File: config.mk
export PLATFORM = sky130hd
export DESIGN_NAME = mc_controller
export DESIGN_NICKNAME = d
export VERILOG_FILES = /design/src/rtl/mc_controller.sv
export SDC_FILE = /design/constraint.sdc
export NUM_CORES = 1
export LEC_CHECK = 0
export BUFFER_PORTS_ARGS = -buffer_cell sky130_fd_sc_hd__buf_2
export CORE_MARGIN = 8
export CORE_UTILIZATION = 41
export CTS_BUF_LIST = sky130_fd_sc_hd__clkbuf_4 sky130_fd_sc_hd__clkbuf_8 sky130_fd_sc_hd__clkbuf_16
export CTS_CLUSTER_DIAMETER = 120
export DETAILED_ROUTE_END_ITERATION = 16
export GPL_TIMING_DRIVEN = 0
export PLACE_DENSITY = 0.75
export SYNTH_ARGS = -nofsm -noshare
export SYNTH_HDL_FRONTEND = slang
export SYNTH_SLANG_ARGS = --single-unit
File: constraint.sdc
create_clock -name clk -period 1.8 [get_ports clk]
set_input_delay 0.36 -clock clk [delete_from_list [all_inputs] [get_ports clk]]
set_output_delay 0.36 -clock clk [all_outputs]
set_load 0.01 [all_outputs]
File: src/rtl/mc_controller.sv
// Multicycle MIPS control FSM: sequences fetch/decode/execute/memory/writeback.
// Optional MC_MEM_WAIT_EN adds memready stalls in FETCH, MEMRD and MEMWR.
module mc_controller #(
    parameter logic [1:0] PC_INC_SEL = 2'b01
) (
    input  logic       clk,
    input  logic       reset,
    input  logic [5:0] op,
`ifdef MC_MEM_WAIT_EN
    input  logic       memready,
`endif
    output logic       pcwrite,
    output logic       branch,
    output logic       bne,
    output logic       iord,
    output logic       irwrite,
    output logic       memwrite,
    output logic       regwrite,
    output logic       regdst,
    output logic       memtoreg,
    output logic       alusrca,
    output logic [1:0] alusrcb,
    output logic [1:0] pcsrc,
    output logic [2:0] aluop,
    output logic [1:0] lsize,
    output logic       lsigned,
    output logic       illegal,
    output logic [3:0] state
);

    typedef enum logic [3:0] {
        S_FETCH  = 4'd0,
        S_DECODE = 4'd1,
        S_MEMADR = 4'd2,
        S_MEMRD  = 4'd3,
        S_MEMWB  = 4'd4,
        S_MEMWR  = 4'd5,
        S_RTEXE  = 4'd6,
        S_RTWB   = 4'd7,
        S_IMMEXE = 4'd8,
        S_IMMWB  = 4'd9,
        S_BRANCH = 4'd10,
        S_JUMP   = 4'd11
    } state_e;

    localparam logic [5:0] OP_RTYPE = 6'b000000;
    localparam logic [5:0] OP_J     = 6'b000010;
    localparam logic [5:0] OP_BEQ   = 6'b000100;
    localparam logic [5:0] OP_BNE   = 6'b000101;
    localparam logic [5:0] OP_ADDI  = 6'b001000;
    localparam logic [5:0] OP_SLTI  = 6'b001010;
    localparam logic [5:0] OP_ANDI  = 6'b001100;
    localparam logic [5:0] OP_ORI   = 6'b001101;
    localparam logic [5:0] OP_DADDI = 6'b011000;
    localparam logic [5:0] OP_LB    = 6'b100000;
    localparam logic [5:0] OP_LW    = 6'b100011;
    localparam logic [5:0] OP_LBU   = 6'b100100;
    localparam logic [5:0] OP_SB    = 6'b101000;
    localparam logic [5:0] OP_SW    = 6'b101011;
    localparam logic [5:0] OP_LD    = 6'b110111;
    localparam logic [5:0] OP_SD    = 6'b111111;

    state_e state_q, state_d, cur;
    logic   mem_rdy;
    logic   is_load, is_store, is_rt, is_imm, is_br, is_j;

`ifdef MC_MEM_WAIT_EN
    assign mem_rdy = memready;
`else
    assign mem_rdy = 1'b1;
`endif

    always_comb begin
        is_load  = 1'b0;
        is_store = 1'b0;
        is_rt    = 1'b0;
        is_imm   = 1'b0;
        is_br    = 1'b0;
        is_j     = 1'b0;
        case (op)
            OP_LW, OP_LB, OP_LBU, OP_LD:               is_load  = 1'b1;
            OP_SW, OP_SB, OP_SD:                       is_store = 1'b1;
            OP_RTYPE:                                  is_rt    = 1'b1;
            OP_ADDI, OP_ANDI, OP_ORI, OP_SLTI, OP_DADDI: is_imm = 1'b1;
            OP_BEQ, OP_BNE:                            is_br    = 1'b1;
            OP_J:                                      is_j     = 1'b1;
            default: ;
        endcase
    end

    always_comb begin
        state_d = S_FETCH;
        case (state_q)
            S_FETCH:  state_d = mem_rdy ? S_DECODE : S_FETCH;
            S_DECODE: begin
                if (is_load || is_store) state_d = S_MEMADR;
                else if (is_rt)          state_d = S_RTEXE;
                else if (is_imm)         state_d = S_IMMEXE;
                else if (is_br)          state_d = S_BRANCH;
                else if (is_j)           state_d = S_JUMP;
                else                     state_d = S_FETCH;
            end
            S_MEMADR: state_d = is_load ? S_MEMRD : S_MEMWR;
            S_MEMRD:  state_d = mem_rdy ? S_MEMWB : S_MEMRD;
            S_MEMWR:  state_d = mem_rdy ? S_FETCH : S_MEMWR;
            S_RTEXE:  state_d = S_RTWB;
            S_IMMEXE: state_d = S_IMMWB;
            default:  state_d = S_FETCH;
        endcase
    end

    always_ff @(posedge clk) begin
        if (reset) state_q <= S_FETCH;
        else       state_q <= state_d;
    end

    // Under reset the outputs present FETCH with every enable suppressed.
    assign cur   = reset ? S_FETCH : state_q;
    assign state = cur;

    always_comb begin
        pcwrite  = 1'b0;
        branch   = 1'b0;
        bne      = 1'b0;
        iord     = 1'b0;
        irwrite  = 1'b0;
        memwrite = 1'b0;
        regwrite = 1'b0;
        regdst   = 1'b0;
        memtoreg = 1'b0;
        alusrca  = 1'b0;
        alusrcb  = 2'b00;
        pcsrc    = 2'b00;
        aluop    = 3'b000;
        lsize    = 2'b00;
        lsigned  = 1'b0;
        illegal  = 1'b0;
        case (cur)
            S_FETCH: begin
                alusrcb = PC_INC_SEL;
                irwrite = mem_rdy;
                pcwrite = mem_rdy;
            end
            S_DECODE: begin
                alusrcb = 2'b11;
                illegal = !(is_load || is_store || is_rt || is_imm || is_br || is_j);
            end
            S_MEMADR: begin
                alusrca = 1'b1;
                alusrcb = 2'b10;
            end
            S_MEMRD: iord = 1'b1;
            S_MEMWB: begin
                memtoreg = 1'b1;
                regwrite = 1'b1;
            end
            S_MEMWR: begin
                iord     = 1'b1;
                memwrite = 1'b1;
            end
            S_RTEXE: begin
                alusrca = 1'b1;
                aluop   = 3'b010;
            end
            S_RTWB: begin
                regdst   = 1'b1;
                regwrite = 1'b1;
            end
            S_IMMEXE: begin
                alusrca = 1'b1;
                alusrcb = 2'b10;
                case (op)
                    OP_ANDI: aluop = 3'b011;
                    OP_ORI:  aluop = 3'b100;
                    OP_SLTI: aluop = 3'b101;
                    default: aluop = 3'b000;
                endcase
            end
            S_IMMWB: regwrite = 1'b1;
            S_BRANCH: begin
                alusrca = 1'b1;
                aluop   = 3'b001;
                pcsrc   = 2'b01;
                branch  = (op == OP_BEQ);
                bne     = (op == OP_BNE);
            end
            S_JUMP: begin
                pcsrc   = 2'b10;
                pcwrite = 1'b1;
            end
            default: ;
        endcase
        if (cur inside {S_MEMADR, S_MEMRD, S_MEMWB, S_MEMWR}) begin
            lsigned = (op == OP_LB);
            case (op)
                OP_LW, OP_SW: lsize = 2'b01;
                OP_LD, OP_SD: lsize = 2'b10;
                default:      lsize = 2'b00;
            endcase
        end
        if (reset) begin
            pcwrite  = 1'b0;
            irwrite  = 1'b0;
            regwrite = 1'b0;
            memwrite = 1'b0;
            branch   = 1'b0;
            bne      = 1'b0;
            illegal  = 1'b0;
        end
    end

endmodule

==> results of run 1 <==
-- power breakdown --
part / switching [mW] / leakage [nW] / internal [mW]
clock: 0.0382 / 0.0138 / 0.0747
combinational: 0.0799 / 0.375 / 0.0600
sequential: 0.00919 / 0.0343 / 0.0930
-- cells in the mapped netlist (2+ instances only) --
cell | instances | area (um^2)
nor2_1 | 13 | 48.8
nand2_1 | 12 | 45.0
clkbuf_1 | 10 | 37.5
nor3_1 | 9 | 45.0
inv_1 | 6 | 22.5
a21oi_1 | 4 | 20.0
dfxtp_1 | 4 | 80.1
nand2b_1 | 4 | 25.0
nand3_1 | 4 | 20.0
nor4_1 | 4 | 25.0
o21ai_0 | 4 | 20.0
nand3b_1 | 3 | 22.5
nor2b_1 | 3 | 18.8
or3_1 | 3 | 18.8
xor2_1 | 3 | 26.3
buf_2 | 2 | 10.0
nand4b_1 | 2 | 17.5
o211ai_1 | 2 | 15.0
o21ai_1 | 2 | 10.0
o22ai_1 | 2 | 12.5
-- logic make-up (layout without fill, tap and decap cells) --
logic type | after synthesis | after routing | share of synthesized area (%)
XOR/XNOR | 4 | 4 | 5.08
flip-flops | 4 | 4 | 11.6
buffers and inverters | 20 | 51 | 12.3
AND/OR/NAND/NOR | 61 | 61 | 47.9
multiplexers | 1 | 1 | 1.45
AO/OA/AOI/OAI | 23 | 23 | 21.6
-- through the flow --
stage	cell area (um^2)	util (%)
floorplan	711	-
detailed placement	872	52.8
global placement	872	52.8
global route	953	57.7
CTS	925	56.0
finish	953	57.7
-- cell type report --
class                   count  area share, %
repair buffers             33           19.3
inverters                   6           2.36
well taps                  17           2.23
clock buffers               3           2.36
plain buffers               9           4.20
flip-flops and latches      4           8.92
multi-input cells          89           60.6
-- worst min-delay path by stage --
stage                      end  cells after the start  slack [ns]  startpoint
floorplan           state_q[0]                      3        0.57       op[3]
global placement    state_q[2]                      3        0.64  state_q[2]
detailed placement  state_q[2]                      3        0.66  state_q[2]
CTS                 state_q[0]                      4        0.55       reset
global route        state_q[0]                      4        0.56       reset
finish              state_q[0]                      4        0.54       reset
-- critical path: cells and delay by family (launching register included) --
kind	cells	cell delay, ns
and+or+nand+nor	3	0.66
DFF	1	0.32
AOI/OAI and AO/OA	1	0.25
buffers and inverters	1	0.17
-- layer usage --
layer / vias to the layer above / wire [um] / track usage, %
met5: - / 0 / 0
met4: 0 / 22 / 3.02
met3: 2 / 104 / 3.99
met2: 24 / 1040 / 21.4
met1: 413 / 978 / 14.0
li1: 465 / - / -
-- what timing repair did --
item	in CTS	in global routing
setup buffers	3	2
pin swaps	3	4
setup endpoints to repair	19	16
hold buffers	0	0
resized for setup	7	9
gates cloned	0	0
==> results.yml, run 1 <==
run_status:
  status: "finished with violations"
  violations: "setup timing"
timing:
  worstMarginPinSlew_ns: 0.443
  slew_viol_final: 0
  period_needed_ns: 1.99
  finalSetupTns_ns: -0.564
  hold_ws_ns: 0.541
  clock_skew_ns: 0.00140
  fmax_mhz: 504
  setup_viol: 8
  rsz0062_at_grt: "true"
  hold_viol: 0
  maxSlewHeadroom_pct: 70.5
  fin_crit_sh_pct: 110
  worst_slack_ns: -0.185
worst_setup_path:
  critPathSlowestCell: "dfxtp_2"
  crit_chain: "or2_4 > nor3_4 > nand4_1 > o31ai_2 > buf_2"
  reg2reg_depth: 6
  critPathKind: "flip-flop to output pin"
  cp-end-kind: "output pin"
  setup.worst_path.end: "aluop[0]"
  r2r_slack_ns: 0.24
  crit_start: "state_q[2]"
  r2r_start: "state_q[2]"
  worst-endpoint-arrival_ns: 1.63
  slowest_delay_ns: 0.32
  r2r_end: "state_q[0]"
  startpoint_type: "flip-flop"
  cp_max_fo: 3
  critical_path_required_ns: 1.44
floorplanning:
  core_area_um2: 1650
  io_pins: 33
  rows: 15
  die_w_um: 57.0
  die_area_um2: 3250
  die_y_um: 57.0
  initial_core_util_pct: 41.7
yosys:
  synth.avg_cell_area_um2: 6.10
  synth_cells: 113
  syn_nets: 121
  async_reset_ff_share_pct: 0
  ys_types: 37
  synth_seq_area_share_pct: 11.6
  ys_warn_count: 0
  synth_edf_count: 0
  ys.flop_type: "dfxtp_1"
  ys_ff_latch: 4
  syn_area_um2: 689
layout:
  fill_cells: 164
  final_common_cell: "buf_2"
  largest_register_ffs: 4
  final_cell_mix: "buf_2 (29), nor2_1 (13), nand2_1 (12), nor3_1 (7), inv_1 (6)"
  stdcell_count: 161
  area_growth_pct: 38.3
  nets: 154
  diodes: 0
  top_regs: "state_q x4"
  final_layout_size_suffix_gt1_share_pct: 36.8
  multi_input_area_um2: 578
  regMostFlops: "state_q"
  seq_area_um2: 85.1
power_and_ir_drop:
  ir_worst_vdd_mv: 0.185
  power_density_nw_per_um2: 372
  p_leak_nw: 0.423
  total_power_uw: 355
route:
  first_pass_iters: 6
  vias: 904
  drt-total-wl_um: 2150
  drcViolationCount: 0
  via_per_inst: 5.61
  drt_iter0_markers: 24
  antenna_left: 0
  wl_per_cell_um: 13.3
clock_network:
  cts_buffers: 3
  clk_path_buf_depth: 2
  cts.htree.levels: 1
  cts.clk_slew.worst_paths_ns: 0.04
  clockRootBuffer: "clkbuf_4"
  numClockSinks: 4
  cts_tree: "done"
  worst_skew_pair.late_latency_ns: 0.24
placement:
  dpl.cell_count: 158
  place_congestion: 0.792
  port-buffer-count: 28
  pre_cts_ws_ns: -0.233
  dp_hpwl_um: 1670
global_route:
  antenna_found_initial: 0
  grt_max_degree: 11
  grt_usage_pct: 12.3
  overflow: 0
  grt_pass1_wl_um: 3430
  grt_pass1_vias: 818
worst_hold_path:
  min_path_type: "primary input to flip-flop"
job:
  maxCapViolCount: 0
No activity file was read; power rests on OpenSTA's default activity.
==> run 2, diff against run 1 <==
--- a/config.mk
+++ b/config.mk
@@ -7,12 +7,12 @@
 export LEC_CHECK = 0
 export BUFFER_PORTS_ARGS = -buffer_cell sky130_fd_sc_hd__buf_2
 export CORE_MARGIN = 8
-export CORE_UTILIZATION = 41
+export CORE_UTILIZATION = 49
 export CTS_BUF_LIST = sky130_fd_sc_hd__clkbuf_4 sky130_fd_sc_hd__clkbuf_8 sky130_fd_sc_hd__clkbuf_16
 export CTS_CLUSTER_DIAMETER = 120
 export DETAILED_ROUTE_END_ITERATION = 16
 export GPL_TIMING_DRIVEN = 0
-export PLACE_DENSITY = 0.75
+export PLACE_DENSITY = 0.84
 export SYNTH_ARGS = -nofsm -noshare
 export SYNTH_HDL_FRONTEND = slang
 export SYNTH_SLANG_ARGS = --single-unit
==> constraint.sdc (replaced) <==
create_clock -name clk -period 2.4 [get_ports clk]
set_input_delay 0.48 -clock clk [delete_from_list [all_inputs] [get_ports clk]]
set_output_delay 0.48 -clock clk [all_outputs]
set_load 0.01 [all_outputs]
==> results.yml, run 2 (same netlist as run 1, synthesis figures left out) <==
run_status:
  status: "finished, final reports clean"
clock_network:
  worst_skew_pair.late_latency_ns: 0.24
  clk_path_buf_depth: 2
  numClockSinks: 4
  cts_buffers: 3
  clockRootBuffer: "clkbuf_4"
  cts_setup_buffers: 0
  cts.clk_slew.worst_paths_ns: 0.04
  cts.htree.levels: 1
  cts_tree: "done"
placement:
  place_congestion: 0.883
  pre_cts_ws_ns: 0.103
  dp_hpwl_um: 1650
  dpl_cell_area_um2: 848
  port-buffer-count: 28
global_route:
  grt_usage_pct: 14.5
  grt_pass1_wl_um: 3330
  antenna_found_initial: 0
  grt_pass1_vias: 814
  overflow: 0
  grt_max_degree: 11
layout:
  regMostFlops: "state_q"
  nets: 152
  final_area_um2: 882
  multi_input_area_um2: 544
  largest_register_ffs: 4
  diodes: 0
  seq_area_um2: 80.1
  final_common_cell: "buf_2"
  area_growth_pct: 27.9
  fill_cells: 134
  final_cell_mix: "buf_2 (29), nor2_1 (13), nand2_1 (12), clkbuf_1 (9), nor3_1 (8)"
  final_layout_size_suffix_gt1_share_pct: 26.1
  top_regs: "state_q x4"
worst_setup_path:
  r2r_start: "state_q[2]"
  critPathKind: "flip-flop to output pin"
  startpoint_type: "flip-flop"
  cp_max_fo: 9
  cp-end-kind: "output pin"
  crit_start: "state_q[2]"
  crit_chain: "buf_6 > or2_1 > or3_4 > nand4b_4 > a21oi_2 > buf_2"
  slowest_delay_ns: 0.40
  worst-endpoint-arrival_ns: 1.82
  r2r_slack_ns: 0.86
  critical_path_required_ns: 1.92
  critPathSlowestCell: "or3_4"
route:
  drt_iter0_markers: 24
  wl_per_cell_um: 13.8
  antenna_left: 0
  vias: 900
  first_pass_iters: 4
  drcViolationCount: 0
  via_per_inst: 5.73
  drt-total-wl_um: 2170
timing:
  setup_viol: 0
  fin_crit_sh_pct: 95.8
  clock_skew_ns: 0.00372
  maxSlewHeadroom_pct: 71.1
  worst_slack_ns: 0.102
  worstMarginPinSlew_ns: 0.434
  slew_viol_final: 0
  rsz0062_at_grt: "false"
  finalSetupTns_ns: 0
  period_needed_ns: 2.30
  hold_viol: 0
  fmax_mhz: 435
worst_hold_path:
  hp-start: "state_q[2]"
  min_path_type: "flip-flop to flip-flop"
power_and_ir_drop:
  p_int_uw: 161
  p_leak_nw: 0.381
  p_clk_share_pct: 33.5
  power_frac_comb_pct: 38.6
  swShare_pct: 36.3
  power_density_nw_per_um2: 287
  total_power_uw: 254
  p_switching_uw: 92.1
  seq_power_share_pct: 27.9
  ir_worst_vdd_mv: 0.206
floorplanning:
  io_pins: 33
  core_area_um2: 1300
  initial_core_util_pct: 53.0
  die_y_um: 53.5
  die_area_um2: 2860
  rows: 13
  die_w_um: 53.5
job:
  maxCapViolCount: 0
==> run 2: path summary, 6_finish.rpt <==
| check | to | cells after the start |
|---|---|---|
| worst max-delay path | illegal | 6 |
| worst min-delay path | state_q[2] | 3 |
| worst max register to register | state_q[0] | 5 |
| worst min register to register | state_q[2] | 3 |
==> run 2: worst max-delay path: cells and delay by family, from the launching register on <==
family	cells	cell delay [ns]
compound gates	1	0.11
buf+inv	2	0.26
flops	1	0.30
simple gates	3	0.92
==> run 2: repair_timing <==
action,4_1_cts,5_1_grt
gates resized for setup,0,4
hold buffers,0,0
endpoints found under the setup margin,0,4
==> run 2: power groups by stage <==
stage / Clock (mW) / Sequential (mW) / Combinational, mW
floorplan: 0 / 0.0706 / 0.0692
global placement: 0 / 0.0707 / 0.0909
detailed placement: 0 / 0.0707 / 0.0937
CTS: 0.0861 / 0.0697 / 0.0943
global route: 0.0960 / 0.0710 / 0.107
finish: 0.0849 / 0.0708 / 0.0978
==> run 2: area by class of cell <==
type                            count  area share [%]
Buffer                             12            6.10
Clock buffer                        3            2.55
Inverter                            6            2.55
Multi-Input combinational cell     89            61.7
Sequential cell                     4            9.08
Tap cell                           15            2.13
Timing Repair Buffer               28            15.9
==> run 2: through the flow <==
stage,cells,hold WS (ns),util (%)
after global routing,157,0.681,67.8
after floorplan,113,0.616,-
after detailed placement,156,0.646,65.2
after CTS,159,0.655,66.9
after global placement,156,0.649,65.2
final,157,0.651,67.8
==> run 2: per-layer routing <==
metal,part of all wire (%),GRT usage [%],wire length (um)
met2,50,24.8,1080
met3,6.0,4.76,131
met1,44,17.8,954
met5,0,0,0
met4,0,1.68,0
==> run 3, diff against run 2 <==
--- a/config.mk
+++ b/config.mk
@@ -5,6 +5,7 @@
 export SDC_FILE = /design/constraint.sdc
 export NUM_CORES = 1
 export LEC_CHECK = 0
+export ABC_AREA = 1
 export BUFFER_PORTS_ARGS = -buffer_cell sky130_fd_sc_hd__buf_2
 export CORE_MARGIN = 8
 export CORE_UTILIZATION = 49
==> constraint.sdc (replaced) <==
create_clock -name clk -period 2.4 [get_ports clk]
set_input_delay 0.24 -clock clk [delete_from_list [all_inputs] [get_ports clk]]
set_output_delay 0.24 -clock clk [all_outputs]
set_load 0.01 [all_outputs]
==> results.yml, run 3 <==
run_status:
  status: "finished, final reports clean"
worst_setup_path:
  crit_buf_inv: 3
  critPathKind: "flip-flop to output pin"
  crit_top_cell: "inv_1"
  cp-end-kind: "output pin"
  path_delay_family: "simple AND/OR/NAND/NOR gates"
  crit_chain: "inv_1 > nor2_4 > nand2_1 > nor2_1 > inv_1 > o211ai_2 > buf_2"
  startpoint_type: "flip-flop"
  cp_max_fo: 5
  critical_path_required_ns: 2.16
  critPathSlowestCell: "dfxtp_1"
  slowest_delay_ns: 0.38
  worst-endpoint-arrival_ns: 1.55
route:
  via_per_inst: 5.30
  wl_per_cell_um: 12.5
  antenna_left: 0
  drt_iter0_markers: 42
  vias: 922
  drt-total-wl_um: 2180
  first_pass_iters: 4
  drcViolationCount: 0
yosys:
  synth_edf_count: 0
  synth_cells: 125
  yosys-top-cells-count: "inv_1 (23), nor2_1 (23), nand2_1 (21)"
  synthMuxAreaShare_pct: 0
  ys_warn_count: 0
  synth.top_cell.area_share_pct: 12.4
  synth.largest_area_cell: "inv_1"
  syn_area_um2: 697
  ys.flop_type: "dfxtp_1"
  synth_top_family_by_area: "simple AND/OR/NAND/NOR gates"
  synth_seq_area_share_pct: 11.5
  synthAdderAreaFrac_pct: 0
  ys_types: 22
  synth-compound-area-share_pct: 14.0
  syn_nets: 133
  ys_ff_latch: 4
  synth_xor_area_share_pct: 0
  async_reset_ff_share_pct: 0
  synth_area_leaders: "inv_1 (12%), nor2_1 (12%), dfxtp_1 (11%), nand2_1 (11%), nand3_1 (10%)"
  synth.avg_cell_area_um2: 5.58
  synth-simple-area-share_pct: 59.4
timing:
  hold_viol: 0
  rsz0062_at_grt: "false"
  setup_viol: 0
  worst_slack_ns: 0.611
  worstMarginPinSlew_ns: 0.406
  slew_viol_final: 0
  hold_ws_ns: 0.215
  maxSlewHeadroom_pct: 72.8
  fmax_mhz: 559
  finalSetupTns_ns: 0
  clock_skew_ns: 0.0105
  period_needed_ns: 1.79
  fin_crit_sh_pct: 74.5
floorplanning:
  initial_core_util_pct: 52.9
  die_y_um: 53.7
  die_w_um: 53.7
  rows: 13
  io_pins: 33
  core_area_um2: 1320
  die_area_um2: 2890
layout:
  final_cell_mix: "buf_2 (31), inv_1 (23), nor2_1 (23), nand2_1 (21), nand3_1 (14)"
  nets: 169
  stdcell_count: 174
  layout.core_utilization_pct: 67.8
  final_area_um2: 893
  seq_area_um2: 80.1
  regMostFlops: "state_q"
  multi_input_area_um2: 512
  fill_cells: 135
  largest_register_ffs: 4
  final_common_cell: "buf_2"
  area_growth_pct: 28.2
  diodes: 0
  final_layout_size_suffix_gt1_share_pct: 35.8
  top_regs: "state_q x4"
clock_network:
  clockRootBuffer: "clkbuf_4"
  clk_path_buf_depth: 2
  ctsResizeCount: 0
  cts_tree: "done"
  cts_setup_buffers: 0
  hold_buffers: 0
  cts.clk_slew.worst_paths_ns: 0.04
  numClockSinks: 4
  worst_skew_pair.late_latency_ns: 0.25
  cts_buffers: 3
  cts.htree.levels: 1
power_and_ir_drop:
  ir_worst_vdd_mv: 0.199
  p_leak_nw: 0.503
  total_power_uw: 266
  power_density_nw_per_um2: 297
placement:
  port-buffer-count: 31
  place_congestion: 0.887
  dpl.cell_count: 171
  dpl_cell_area_um2: 871
  dp_hpwl_um: 1850
  pre_cts_ws_ns: 0.875
global_route:
  grt_max_degree: 11
  grt_usage_pct: 15.3
  antenna_found_initial: 0
  grt_pass1_vias: 835
  overflow: 0
  grt_pass1_wl_um: 3400
job:
  maxCapViolCount: 0
worst_hold_path:
  min_path_type: "primary input to flip-flop"
-- run 3: cell types whose count changed after synthesis, moves of 4 or more --
cell      change
inv_1        +17
clkbuf_1     -10
nand3_1      +10
nor2_1       +10
nand2_1       +9
nor2_4        +6
nor2_2        +5
nand2b_1      -4
nor3_1        -4
-- run 3: cells by family after synthesis --
group	count (synthesis)
simple gates	81
buf+inv	26
compound gates	14
flops	4
-- run 3: worst paths after layout --
path              slack (ns)  startpoint    endpoint  depth (start not counted)
setup reg to reg        1.17  state_q[1]  state_q[0]                          7
setup / recovery        0.61  state_q[3]    aluop[0]                          7
hold reg to reg         0.58  state_q[1]  state_q[2]                          4
hold / removal          0.22       reset  state_q[1]                          2
-- run 3: power breakdown --
part	internal (mW)	total (mW)	switching, mW
clock network	0.0563	0.0892	0.0329
logic	0.0334	0.104	0.0702
registers	0.0703	0.0729	0.00262
-- run 3: cell type report --
class | count | share of cell area [%]
Timing Repair Buffer | 31 | 17.4
Buffer | 1 | 1.26
Clock buffer | 3 | 2.52
Multi-Input combinational cell | 95 | 57.3
Tap cell | 15 | 2.10
Inverter | 25 | 10.5
Sequential cell | 4 | 8.96
-- run 3: metal layers --
layer | routed length [um] | up-vias | GRT usage [%] | part of all wire (%)
li1 | - | 467 | - | -
met3 | 324 | 5 | 3.86 | 15
met4 | 39 | 0 | 5.88 | 1.8
met2 | 952 | 54 | 26.4 | 44
met1 | 859 | 396 | 17.5 | 39
met5 | 0 | - | 0 | 0
